===== config.mk =====
export PLATFORM = sky130hd
export DESIGN_NAME = trigger_barrier
export DESIGN_NICKNAME = d
export VERILOG_FILES = /design/src/rtl/trigger_barrier_pkg.sv /design/src/rtl/trigger_barrier.sv
export SDC_FILE = /design/constraint.sdc
export NUM_CORES = 1
export LEC_CHECK = 0
export BUFFER_PORTS_ARGS = -buffer_cell sky130_fd_sc_hd__buf_4
export CAP_MARGIN = 40
export CORE_MARGIN = 8
export CORE_UTILIZATION = 35
export CTS_CLUSTER_SIZE = 24
export DETAILED_ROUTE_END_ITERATION = 8
export MAX_ROUTING_LAYER = met4
export PLACE_DENSITY = 0.63
export SETUP_SLACK_MARGIN = 0.4
export SLEW_MARGIN = 20
export SYNTH_ARGS = -nofsm -noshare
export SYNTH_HDL_FRONTEND = slang
export SYNTH_SLANG_ARGS = --single-unit

===== constraint.sdc =====
create_clock -name ap_clk -period 6.83 [get_ports ap_clk]
set_clock_uncertainty 0.15 [all_clocks]
set_input_delay 0.3415 -clock ap_clk [delete_from_list [all_inputs] [get_ports ap_clk]]
set_output_delay 0.3415 -clock ap_clk [all_outputs]
set_load 0.05 [all_outputs]

===== src/rtl/trigger_barrier_pkg.sv =====
// TriggerTypes: shared type definitions for the actor trigger network.
// Holds the per-trigger state/mode encodings used by trigger instances and
// the network-level coordinator state used by trigger_barrier.
package TriggerTypes;

  // Per-trigger FSM states.
  typedef enum logic [2:0] {
    TRIG_IDLE,
    TRIG_EXEC,
    TRIG_SLEEP,
    TRIG_SYNC_EXEC,
    TRIG_SYNC_WAIT,
    TRIG_DONE
  } trig_state_t;

  // Per-trigger firing mode.
  typedef enum logic [1:0] {
    TRIG_MODE_FREE,
    TRIG_MODE_SYNC,
    TRIG_MODE_ONESHOT
  } trig_mode_t;

  // Network coordinator states.
  typedef enum logic [1:0] {
    NET_IDLE,
    NET_START,
    NET_RUN,
    NET_DONE
  } net_state_t;

endpackage


===== src/rtl/trigger_barrier.sv =====
// trigger_barrier: coordinator for a group of NUM_TRIGGERS actor triggers.
// Reduces per-trigger sleep/sync status into the shared all_* barrier
// signals, and owns the host ap_start/ap_done handshake with run statistics.
//
// Ports:
//   ap_clk, ap_rst_n          clock, synchronous active-low reset
//   ap_start                  host start request (ignored unless idle)
//   ap_done/ap_ready          one-cycle completion pulse
//   ap_idle                   high while idle
//   trig_start                per-trigger start, all ones for one cycle
//   trig_done                 per-trigger completion (sampled only in RUN)
//   trig_sleep/_sync_exec/_sync_wait  per-trigger status
//   all_sleep/all_sync/all_sync_wait  combinational reductions (RUN only)
//   sync_rounds, run_cycles   saturating statistics for current/last run
module trigger_barrier
  import TriggerTypes::*;
#(
  parameter int unsigned NUM_TRIGGERS = 4,
  parameter int unsigned CNT_W        = 32
) (
  input  logic                    ap_clk,
  input  logic                    ap_rst_n,
  input  logic                    ap_start,
  output logic                    ap_done,
  output logic                    ap_ready,
  output logic                    ap_idle,
  output logic [NUM_TRIGGERS-1:0] trig_start,
  input  logic [NUM_TRIGGERS-1:0] trig_done,
  input  logic [NUM_TRIGGERS-1:0] trig_sleep,
  input  logic [NUM_TRIGGERS-1:0] trig_sync_exec,
  input  logic [NUM_TRIGGERS-1:0] trig_sync_wait,
  output logic                    all_sleep,
  output logic                    all_sync,
  output logic                    all_sync_wait,
  output logic [CNT_W-1:0]        sync_rounds,
  output logic [CNT_W-1:0]        run_cycles
);

  net_state_t              state, state_nxt;
  logic [NUM_TRIGGERS-1:0] done_mask;
  logic [NUM_TRIGGERS-1:0] done_acc;

  // Includes this cycle's trig_done so the last completion is seen without
  // waiting for done_mask to register it.
  assign done_acc = done_mask | trig_done;

  always_ff @(posedge ap_clk) begin
    if (!ap_rst_n) begin
      state       <= NET_IDLE;
      done_mask   <= '0;
      sync_rounds <= '0;
      run_cycles  <= '0;
    end else begin
      state <= state_nxt;
      case (state)
        NET_IDLE: begin
          if (ap_start) begin
            done_mask   <= '0;
            sync_rounds <= '0;
            run_cycles  <= '0;
          end
        end
        NET_RUN: begin
          done_mask <= done_acc;
          if (run_cycles != '1)
            run_cycles <= run_cycles + CNT_W'(1);
          if (all_sync && !all_sync_wait && (sync_rounds != '1))
            sync_rounds <= sync_rounds + CNT_W'(1);
        end
        default: ;
      endcase
    end
  end

  always_comb begin
    state_nxt     = state;
    ap_idle       = 1'b0;
    ap_done       = 1'b0;
    trig_start    = '0;
    all_sleep     = 1'b0;
    all_sync      = 1'b0;
    all_sync_wait = 1'b0;
    case (state)
      NET_IDLE: begin
        ap_idle = 1'b1;
        if (ap_start)
          state_nxt = NET_START;
      end
      NET_START: begin
        trig_start = '1;
        state_nxt  = NET_RUN;
      end
      NET_RUN: begin
        // Zero-latency reductions: triggers consume these in their own
        // next-state logic, so a registered copy would be one cycle stale.
        all_sleep     = &trig_sleep;
        all_sync      = &(trig_sync_exec | trig_sync_wait);
        all_sync_wait = &trig_sync_wait;
        if (&done_acc)
          state_nxt = NET_DONE;
      end
      NET_DONE: begin
        ap_done   = 1'b1;
        state_nxt = NET_IDLE;
      end
      default: state_nxt = NET_IDLE;
    endcase
  end

  assign ap_ready = ap_done;

endmodule


Word-level counts from Yosys, hierarchy flattened --
Cells that the tools add are included.
Word-level totals: bits of input ports 19, flip-flop bits (word level) 70, word-level logic and storage cells 46, output and inout bits 74
Cells by class: add/subtract/negate cells 2, mux-type cells 16, reductions and logical operators 13, equal/unequal tests 9, bitwise operators 2
Operator list (number):
- 32-bit one-hot mux with 2 select lines | 2
- 32-bit 2-to-1 mux | 3
- 32-bit by 1-bit adder with 32-bit output, second input constant | 2
- 32-bit != test, second input constant | 2
- 4-bit AND reduction | 4
- 4-bit 2-to-1 mux | 2
- 2-bit != test, second input constant | 4
- 4-bit OR | 2
- 2-bit one-hot mux with 4 select lines | 1
- 4-bit one-hot mux with 2 select lines | 1
- 3-bit AND reduction | 2
- 1-bit 2-to-1 mux | 5
- 2-bit == test, second input constant | 2
- 2-bit 2-to-1 mux | 2
- 2-bit AND reduction | 2
- 2-bit by 1-bit == test with 1-bit output, second input constant | 1
- 1-bit logical AND | 2
- 2-bit zero test | 1
- 2-bit nonzero test | 1
- 1-bit zero test | 1

Logic depth before layout (Yosys ltp) --
Gate-level depths: netlist of the first run.
depth in word-level cells 7, mapped depth 10, gate-level depth less buffers 8

Worst setup path after synthesis of the first run --
OpenSTA, ideal clock, no wires.
kind flip-flop to flip-flop, start register state[0], end register sync_rounds[15], clock period less this slack 3.251 ns, setup slack 3.579 ns, arrival 3.013 ns, data required time 6.592 ns, library setup time 0.088 ns, stages on the path, launching flop included 11, buffers on the path 3, path through dfxtp_1 -> inv_1 -> ha_1 -> buf_6 -> inv_1 -> nor3_1 -> and3_1 -> nand4_4 -> buf_2 -> buf_2 -> o31ai_1
Between the ends: elaborated cells between the ends (all ways) 12, those cells by class eq/ne (3); mux (3); reduce/logical (6)
RTL lines:
- from (decl) | line trigger_barrier.sv:39 | net_state_t state, state_nxt;
- from (signal assigned) | line trigger_barrier.sv:54 | state <= state_nxt;
- 2-bit == test | line trigger_barrier.sv:83 | case (state)
- 1-bit 2-to-1 mux | line trigger_barrier.sv:83
- net all_sync | line trigger_barrier.sv:33 | output logic all_sync,
- 1-bit logical AND (2 in series) | line trigger_barrier.sv:67 | if (all_sync && !all_sync_wait && (sync_rounds != '1))
- 2-bit != test (no source line)
- 3-bit AND reduction (no source line)
- to (signal assigned) | line trigger_barrier.sv:68 | sync_rounds <= sync_rounds + CNT_W'(1);
- to (decl) | line trigger_barrier.sv:35 | output logic [CNT_W-1:0] sync_rounds,
The timed path passes the listed nets, and every way through them passes these cells. A chain may end at the register's enable or synchronous reset.

Worst setup path after layout of the first run --
start register run_cycles[0], end register run_cycles[26]
Between the ends: cells in the longest elaborated chain, start to end 3, elaborated cells between the ends (all ways) 6, those cells by class add/sub (1); eq/ne (2); mux (2); reduce/logical (1)
RTL lines:
- from (decl) | line trigger_barrier.sv:36 | output logic [CNT_W-1:0] run_cycles
- from (signal assigned) | line trigger_barrier.sv:66 | run_cycles <= run_cycles + CNT_W'(1);
- 32-bit by 1-bit adder with 32-bit output / 32-bit != test (equally long branches) | line trigger_barrier.sv:66, trigger_barrier.sv:65
- 32-bit 2-to-1 mux / 2-bit != test (equally long branches)
- 32-bit one-hot mux with 2 select lines / 3-bit AND reduction (equally long branches)
Parallel ways exist; a longest one is shown, timed or not. The select of a mux whose other input is x is not followed.

==> results_dict.tcl, run 1 <==
set metrics [dict create \
    num_rows 39 \
    path_buf_inv 0 \
    layout-drive-gt1-share_pct 24.1 \
    fin_crit_sh_pct 46.3 \
    clkTransAtPathRegs_ns 0.06 \
    drc 0 \
    design_area_um2 5040 \
    setup_tns_ns 0 \
    path_cells "ha_1 > nand3_1 > or3_1 > nor4_2 > a21o_1 > nand2_1 > a31oi_1" \
    cp_slowest_stage_delay_ns 0.72 \
    place_area_um2 4710 \
    grt_pass1_wl_mm 19.8 \
    rr_startpoint "run_cycles[0]" \
    worst_pin_slew_ns 0.809 \
    clockBufferDepth 2 \
    dp_cells 709 \
    critPathTopFamily "simple AND/OR/NAND/NOR gates" \
    hp-class "in -> reg" \
    comb_power_share_pct 32.5 \
    antenna_found_initial 0 \
    hold_ws_ns 0.162 \
    tritoncts "done" \
    cp-end-kind "flip-flop" \
    synth_fp_nets 533 \
    n_antenna_cell 0 \
    ios 93 \
    rsz0062_at_grt "false" \
    yosysWarnings 0 \
    synth_area_um2 4030 \
    drv_slew 0 \
    p_sw_share_pct 36.7 \
    min_from "trig_done[3]" \
    vias 4222 \
    dr.first_iter.drc_count 397 \
    crit_path_start_kind "flip-flop" \
    cts_root_buf "clkbuf_16" \
    max_freq_mhz 316 \
    numCtsBuffers 9 \
    post_drt_wl_per_cell_um 16.8 \
    avgSynthCellArea_um2 7.93 \
    grt_pass1_vias 4027 \
    setup_violations 0 \
    hold_viol 0 \
    powerDensity_nw_per_um2 267 \
    cp_data_required_time_ns 6.94 \
    place_hpwl_mm 8.48 \
    rr_endpoint "run_cycles[26]" \
    slowest_stage "a21o_1" \
    leakagePower_uw 0.00190 \
    path_max_fanout 25 \
    syn_to_final_growth_pct 25.2 \
    ys_types 53 \
    p_int_uw 850 \
    start_util_pct 35.6 \
    synth-edff-count 0 \
    p_clk_share_pct 35.7 \
    instances_no_fill 727 \
    cts.sinks 70 \
    overflow 0 \
    first_pass_iters 5 \
    status "completed" \
    p_switching_uw 494 \
    cts_resized 0 \
    ctsHoldBuffers 0 \
    drt.antenna.violating_nets 0 \
    arrival_ns 3.27 \
    ys_async_sr_fraction_pct 0 \
    whs_path_depth 3 \
    die_h_um 123 \
    grt_start_max_net_pins 56 \
    drv_cap 0 \
    h-tree-depth 3 \
    port_buffers 92 \
    post_cts_buffers 0 \
    synthCells 508 \
    routed_wl_mm 12.2 \
    fin_crit_ns 3.16 \
    nets 604 \
    reg2reg_depth 7 \
    seqPwrFrac_pct 31.8 \
    coreArea_um2 11300 \
    viasPerCell 5.81 \
    min_to "done_mask[3]" \
    design.die.area_um2 15200 \
    cp.depth 7 \
    ff2ff_setup_slack_ns 3.67 \
    maxSlewHeadroom_pct 46.1 \
    grt.total_usage_pct 16.6 \
    crit_type "reg -> reg" \
    fill_cells 1136 \
    finalWeightedCongestion 0.888 \
    vdd_drop_max_v 0.000138 \
    ys_seq_area_share_pct 34.8 \
    die_width_um 123 \
    ys_ff_latch 70 \
    synth_ff_type "dfxtp_1" \
    clock_latency_ns 0.33 \
]
power groups by stage:
stage / Clock [µW] / Combinational (µW) / Sequential (µW)
final: 480 / 437 / 427
after floorplan: 0 / 340 / 440
after CTS: 485 / 418 / 427
after global placement: 0 / 411 / 435
after global routing: 504 / 475 / 429
after detailed placement: 0 / 418 / 436
cell usage in the layout, fill, tap and decap left out, types with 4 or more instances in the layout:
| master | count |
|---|---|
| nand2_1 | 71 |
| and3_1 | 15 |
| and2_1 | 5 |
| nor2_1 | 27 |
| nand4_1 | 12 |
| or2_2 | 4 |
| or4_1 | 7 |
| ha_1 | 6 |
| o21ai_0 | 29 |
| nand3_1 | 32 |
| a31oi_1 | 12 |
| o22ai_1 | 4 |
| o21a_1 | 7 |
| a21oi_1 | 44 |
| buf_4 | 93 |
| o211ai_1 | 14 |
| inv_1 | 8 |
| nor3_1 | 15 |
| o41ai_1 | 4 |
| o31ai_1 | 9 |
| or3_1 | 18 |
| and4_1 | 6 |
| o221a_2 | 11 |
| dfxtp_1 | 70 |
| clkbuf_16 | 9 |
worst register-to-register path, stage by stage (launching register included):
cell	delay (ns)
dfxtp_1	0.42
ha_1	0.23
nand3_1	0.16
or3_1	0.51
nor4_2	0.38
a21o_1	0.72
nand2_1	0.29
a31oi_1	0.24
metal layers:
layer | vias to the layer above | global-route usage (%) | wire length, µm
li1 | 2062 | - | -
met1 | 1982 | 19.9 | 5250
met2 | 161 | 26.6 | 5910
met3 | 17 | 4.02 | 895
met4 | 0 | 5.79 | 178
met5 | - | - | 0
layout make-up:
| cell class | instances | area, µm² | share of cell area [%] |
|---|---|---|---|
| clock buffer | 13 | 260 | 5.16 |
| inverter | 8 | 30.0 | 0.596 |
| timing repair buffer | 96 | 738 | 14.6 |
| multi-input combinational | 394 | 2390 | 47.4 |
| sequential | 70 | 1400 | 27.8 |
| clock inverter | 3 | 42.5 | 0.844 |
| tap | 143 | 179 | 3.55 |
synthesized netlist by cell type, types with 8 or more instances:
cell type / number / share of area (%)
a21oi_1: 44 / 5.5
o21ai_0: 29 / 3.6
o211ai_1: 14 / 2.6
o221a_2: 11 / 3.1
nor2_1: 27 / 2.5
or3_1: 18 / 2.8
nand3_1: 32 / 4.0
nand4_1: 12 / 1.9
nand2_1: 71 / 6.6
o31ai_1: 9 / 1.7
a31oi_1: 12 / 1.9
dfxtp_1: 70 / 35
nor3_1: 15 / 1.9
clkbuf_1: 15 / 1.4
and3_1: 15 / 2.3
inv_1: 8 / 0.75
how the worst max path moves through the flow:
stage | from | end | slack, ns
global route | run_cycles[0] | run_cycles[26] | 3.44
CTS | run_cycles[0] | run_cycles[26] | 3.74
global placement | state[0] | sync_rounds[9] | 3.82
detailed placement | state[0] | sync_rounds[30] | 3.75
floorplan | state[0] | sync_rounds[15] | 3.58
finish | run_cycles[0] | run_cycles[26] | 3.67
cell families after synthesis:
group / synth area share (%)
AO/OA/AOI/OAI: 24.8
XOR/XNOR: 0.217
adder cells (fa/ha/maj): 1.86
buffers and inverters: 5.87
flip-flops: 34.8
multiplexers: 0.497
AND/OR/NAND/NOR: 32.0
flip-flops by register name, indices dropped and copies added (netlist names):
signal       cells
done_mask        4
run_cycles      32
state            2
sync_rounds     32
stage by stage:
| step | utilization, % | setup WS (ns) | total power (µW) |
|---|---|---|---|
| 2_1_floorplan | - | 3.58 | 780 |
| 3_3_place_gp | 41.5 | 3.82 | 846 |
| 3_5_place_dp | 41.6 | 3.75 | 854 |
| 4_1_cts | 44.3 | 3.74 | 1330 |
| 5_1_grt | 44.5 | 3.44 | 1410 |
| 6_report | 44.5 | 3.67 | 1340 |
(Power assumes the default switching activity.)
==> run 2, diff against run 1 <==
- PLACE_DENSITY: 0.63 -> 0.65
- clock period: 6.83 -> 2.8 ns (I/O delays scaled with it)
==> run 2 against run 1 <==
  * Core utilization up 4.2 points
  * Hold slack worse by 0.079 ns
  * Register-to-register slack got worse by 3.2 ns
  * First-iteration DRC count fell by 8.1%
  * Sequential power increased by 140%
  * Sequential cell count unchanged
  * Via count grew 5.7%
  * Count of clock-buffer cells in the layout is 1 lower
  * Routed wire length rose by 9.0%
  * Non-clock buffer count up 28
  * Die area is the same
  * Combinational power rose to 3.1 times the previous value
  * Critical endpoint is now run_cycles[5]
  * Largest cell class unchanged
  * Highest routed layer unchanged
==> results_dict.tcl, run 2 (synthesis gave the netlist of run 1 again) <==
set metrics [dict create \
    grt_pass1_vias 4247 \
    final_util_pct 48.7 \
    drv_cap 0 \
    overflow 0 \
    place_hpwl_mm 8.95 \
    drc 0 \
    die_h_um 123 \
    setup_tns_ns 0 \
    viasPerCell 5.89 \
    setup_violations 0 \
    grt.total_usage_pct 17.8 \
    crit_type "reg -> reg" \
    post_drt_wl_per_cell_um 17.6 \
    ff2ff_setup_slack_ns 0.45 \
    cts.sinks 70 \
    dr.first_iter.drc_count 365 \
    h-tree-depth 3 \
    nets 635 \
    final_cell_mix "buf_4 (112), nand2_1 (71), a21oi_1 (44)" \
    coreArea_um2 11300 \
    numCtsBuffers 9 \
    clkTransAtPathRegs_ns 0.06 \
    clock_latency_ns 0.34 \
    die_width_um 123 \
    drt.antenna.violating_nets 0 \
    maxSlewHeadroom_pct 60.6 \
    crit_end "run_cycles[5]" \
    cp-end-kind "flip-flop" \
    num_rows 39 \
    finalWeightedCongestion 0.905 \
    reg2reg_depth 7 \
    status "completed" \
    drv_slew 0 \
    rr_startpoint "run_cycles[1]" \
    routed-wl-met2_mm 6.37 \
    worst_pin_slew_ns 0.590 \
    path_max_fanout 8 \
    leakagePower_uw 0.00211 \
    cp_data_required_time_ns 2.87 \
    layout_commonest_cell "buf_4" \
    hold_viol 0 \
    clockBufferDepth 2 \
    crit_path_start_kind "flip-flop" \
    antenna_found_initial 0 \
    start_util_pct 35.6 \
    startpoint "run_cycles[1]" \
    cts_root_buf "clkbuf_16" \
    layout-drive-gt1-share_pct 36.4 \
    hp-class "in -> reg" \
    first_pass_iters 5 \
    fin_crit_ns 2.35 \
    n_antenna_cell 0 \
    fin_crit_sh_pct 84.0 \
    arrival_ns 2.42 \
    tritoncts "done" \
    vias 4463 \
    ios 93 \
    grt_start_max_net_pins 32 \
    vdd_drop_max_v 0.000318 \
    rsz0062_at_grt "false" \
    wl_met1_mm 5.65 \
    rr_endpoint "run_cycles[5]" \
    top_regs "run_cycles: 32 flops, sync_rounds: 32 flops, done_mask: 4 flops" \
    wl_met3_mm 1.03 \
    max_freq_mhz 425 \
    routed.top_layer "met4" \
    fill_cells 1075 \
    syn_to_final_growth_pct 36.9 \
    routed_wl_mm 13.3 \
    powerDensity_nw_per_um2 643 \
    design.die.area_um2 15200 \
    port_buffers 92 \
    grt_pass1_wl_mm 21.2 \
]
## run 2: cell count changes in the layout (fill, tap and decap cells not counted), sizes merged
| cell | before | now |
|---|---|---|
| nand4 | 16 | 18 |
| buf | 95 | 119 |
| clkinv | 1 | 3 |
| or2 | 4 | 5 |
| clkdlybuf4s18 | 1 | 0 |
| clkinvlp | 1 | 0 |
| dlygate4sd3 | 0 | 4 |
## run 2: report_power, final
part           total (µW)  leakage [µW]  switching, µW  internal (µW)
combinational        1340       0.00137            839            499
sequential           1040      0.000586           25.2           1020
clock                1160      0.000152            430            733
total                3540       0.00211           1290           2250
## run 2: worst min path at each step
| stage | depth (start not counted) | to | start | slack [ns] |
|---|---|---|---|---|
| after global placement | 3 | done_mask[1] | trig_done[1] | 0.30 |
| final | 2 | run_cycles[15] | ap_rst_n | 0.08 |
| after CTS | 2 | run_cycles[15] | ap_rst_n | 0.06 |
| after global routing | 2 | run_cycles[15] | ap_rst_n | 0.09 |
| after floorplan | 2 | done_mask[1] | trig_done[1] | 0.18 |
| after detailed placement | 3 | done_mask[0] | trig_done[0] | 0.30 |
## run 2: area by class of cell
type                            count  area, µm²  share of cell area [%]
Clock buffer                       12        256                    4.65
Clock inverter                      4       45.0                   0.817
Inverter                            8       30.0                   0.545
Multi-Input combinational cell    397       2540                    46.1
Sequential cell                    70       1460                    26.5
Tap cell                          143        179                    3.24
Timing Repair Buffer              124       1000                    18.1
## run 2: worst max-delay path, stage by stage, from the launching register on
cell and delay [ns]:
dfxtp_4 0.38, ha_4 0.15, nand3_2 0.10, or4_4 0.58
nor3_4 0.28, or2_4 0.25, nor2_1 0.07, o221a_2 0.26
## run 2: stage by stage
step	hold WS [ns]	setup slack, ns	power (µW)	cells	area, µm²
6_report	0.0829	0.448	3540	758	5510
4_1_cts	0.0613	0.371	3380	743	5260
5_1_grt	0.0869	0.383	3720	758	5510
3_3_place_gp	0.295	0.378	2150	720	4880
2_1_floorplan	0.178	0.404	1910	508	4130
3_5_place_dp	0.303	0.308	2170	720	4880
## run 2: layer usage
layer,GRT usage (%),vias to the layer above
li1,-,2132
met1,21.2,2106
met2,28.4,201
met3,4.11,24
met4,7.22,0
met5,-,-
## run 2: timing repair
action | CTS | global route
gates resized for setup | 2 | 26
buffers inserted | 1 | 11
cloned | 2 | 4
endpoints found under the setup margin | 18 | 62
hold buffers | 4 | 0
pin swaps | 3 | 6
hold endpoints to repair | 4 | 0
==> run 3, diff against run 2 <==
- ABC_AREA: not set -> 1
- PLACE_DENSITY: 0.65 -> 0.64
- clock period: 2.8 -> 1.9 ns (I/O delays scaled with it)
==> run 3 against run 2 <==
  * Register-to-register slack worse by 0.40 ns
  * Critical path depth up 3
  * Area after synthesis up 20%
  * First-iteration DRC count down 14%
  * Core utilization up 6.9 points
  * Routed wire length up 28%
  * Global-route usage up 1.4 points
  * Final area up 38%
  * Setup slack worse by 0.40 ns
  * Die area up 17%
  * Synthesized cell count up 59%
==> results_dict.tcl, run 3 <==
set metrics [dict create \
    status "completed" \
    overflow 0 \
    arrival_ns 1.94 \
    hold_viol 0 \
    crit_type "reg -> reg" \
    post_drt_wl_per_cell_um 14.5 \
    ys_ff_latch 70 \
    final_util_pct 55.6 \
    crit_path_start_kind "flip-flop" \
    finalWeightedCongestion 0.951 \
    die_h_um 133 \
    ys_async_sr_fraction_pct 0 \
    drt.antenna.violating_nets 0 \
    viasPerCell 4.93 \
    path_max_fanout 16 \
    cp_data_required_time_ns 1.99 \
    clock_latency_ns 0.35 \
    rr_startpoint "state[0]" \
    powerDensity_nw_per_um2 957 \
    ys_seq_area_share_pct 29.1 \
    fill_cells 1325 \
    worst_slack_ns 0.0499 \
    leakagePower_uw 0.00329 \
    worst_pin_slew_ns 0.455 \
    design_area_um2 7600 \
    place_hpwl_mm 12.1 \
    antenna_found_initial 0 \
    n_antenna_cell 0 \
    grt_start_max_net_pins 27 \
    layout_commonest_cell "nand2_1" \
    drv_cap 0 \
    synthCells 810 \
    cts.sinks 70 \
    cp-end-kind "flip-flop" \
    setup_violations 0 \
    syn_to_final_growth_pct 57.5 \
    place_area_um2 6280 \
    startpoint "state[0]" \
    final_cell_mix "nand2_1 (223), buf_4 (155), nor2_1 (98)" \
    yosysTopAreaCell "dfxtp_1" \
    place_ws_ns -0.0226 \
    start_util_pct 35.3 \
    numCtsBuffers 9 \
    vias 5789 \
    top_regs "run_cycles: 32 flops, sync_rounds: 32 flops, done_mask: 4 flops" \
    synth-edff-count 0 \
    maxSlewHeadroom_pct 69.6 \
    design.die.area_um2 17800 \
    avgSynthCellArea_um2 5.95 \
    routed_wl_mm 17.0 \
    synth_fp_nets 835 \
    first_pass_iters 5 \
    drc 0 \
    dr.first_iter.drc_count 315 \
    ys_types 34 \
    clkTransAtPathRegs_ns 0.06 \
    clockBufferDepth 2 \
    synth_area_um2 4820 \
    synth_commonest_cells "nand2_1 (252), nor2_1 (128), inv_1 (97), nand3_1 (73), dfxtp_1 (70)" \
    die_width_um 133 \
    yosys.area.top_type_share_pct 29.1 \
    port_buffers 92 \
    grt.total_usage_pct 19.2 \
    synth_ff_type "dfxtp_1" \
    hp-class "in -> reg" \
    layout-drive-gt1-share_pct 41.2 \
    drv_slew 0 \
    cts_root_buf "clkbuf_16" \
    rsz0062_at_grt "true" \
    ios 93 \
    fin_crit_ns 1.85 \
    max_freq_mhz 540 \
    setup_tns_ns 0 \
    totalPowerFinal_uw 7270 \
    fin_crit_sh_pct 97.4 \
    min_from "ap_rst_n" \
    num_rows 43 \
    yosys-top-cells-area "dfxtp_1 (29%), nand2_1 (20%), nor2_1 (10%)" \
    coreArea_um2 13700 \
    grt_pass1_wl_mm 27.1 \
    tritoncts "done" \
    h-tree-depth 3 \
    nets 1015 \
    grt_pass1_vias 5632 \
    yosysMostFrequentCell "nand2_1" \
    yosysWarnings 0 \
    vdd_drop_max_v 0.000471 \
]
-- run 3: metrics by stage --
stage               instances  hold slack [ns]
finish                   1175           0.0431
CTS                      1156          0.00963
global placement         1107            0.287
detailed placement       1107            0.286
floorplan                 810            0.197
global route             1175           0.0521
-- run 3: final timing paths --
check	to	slack, ns	cells past startpoint
max	run_cycles[4]	0.05	10
min	run_cycles[29]	0.04	3
max reg2reg	run_cycles[4]	0.05	10
min reg2reg	done_mask[2]	0.30	2
-- run 3: layout make-up --
type	instances	area, µm²	share of cell area [%]
Multi-Input combinational cell	614	3460	45.5
Timing Repair Buffer	193	1690	22.3
Sequential cell	70	1530	20.1
Inverter	102	412	5.42
Clock buffer	11	233	3.06
Tap cell	180	225	2.96
Clock inverter	5	51.3	0.675
-- run 3: cell families (layout without fill, tap and decap cells) --
| group | after synthesis | after routing | synth area share (%) |
|---|---|---|---|
| AND/OR/NAND/NOR | 518 | 519 | 46.7 |
| adder cells (fa/ha/maj) | 6 | 6 | 1.56 |
| AO/OA/AOI/OAI | 74 | 74 | 8.69 |
| buffers and inverters | 127 | 311 | 11.3 |
| flip-flops | 70 | 70 | 29.1 |
| XOR/XNOR | 15 | 15 | 2.72 |
-- run 3: power by group --
group / switching (µW) / total (µW) / internal, µW / leakage [µW]
registers: 61.9 / 1590 / 1530 / 0.000601
logic: 2270 / 4010 / 1740 / 0.00255
clock network: 662 / 1670 / 1010 / 0.000137
total: 2990 / 7270 / 4280 / 0.00329
-- run 3: what timing repair did --
action	CTS	global route
buffers inserted	22	16
gates resized for setup	59	100
endpoints found under the hold margin	10	0
pin swaps	25	23
hold buffers	7	0
endpoints found under the setup margin	72	79
cloned	4	3
-- run 3: metal layers --
metal	vias up	global-route usage, %	wire length [µm]
met4	0	6.80	466
met1	2686	21.2	7120
met5	-	-	0
met3	30	5.12	882
li1	2909	-	-
met2	164	32.6	8570
-- run 3: worst max-delay path, stage by stage (launching register included) --
cell      delay [ns]
dfxtp_4         0.35
inv_4           0.07
ha_4            0.15
buf_4           0.15
nor2_4          0.04
nor2_4          0.12
buf_12          0.14
nand2_8         0.09
nand2_8         0.18
clkinv_8        0.10
o21a_1          0.18
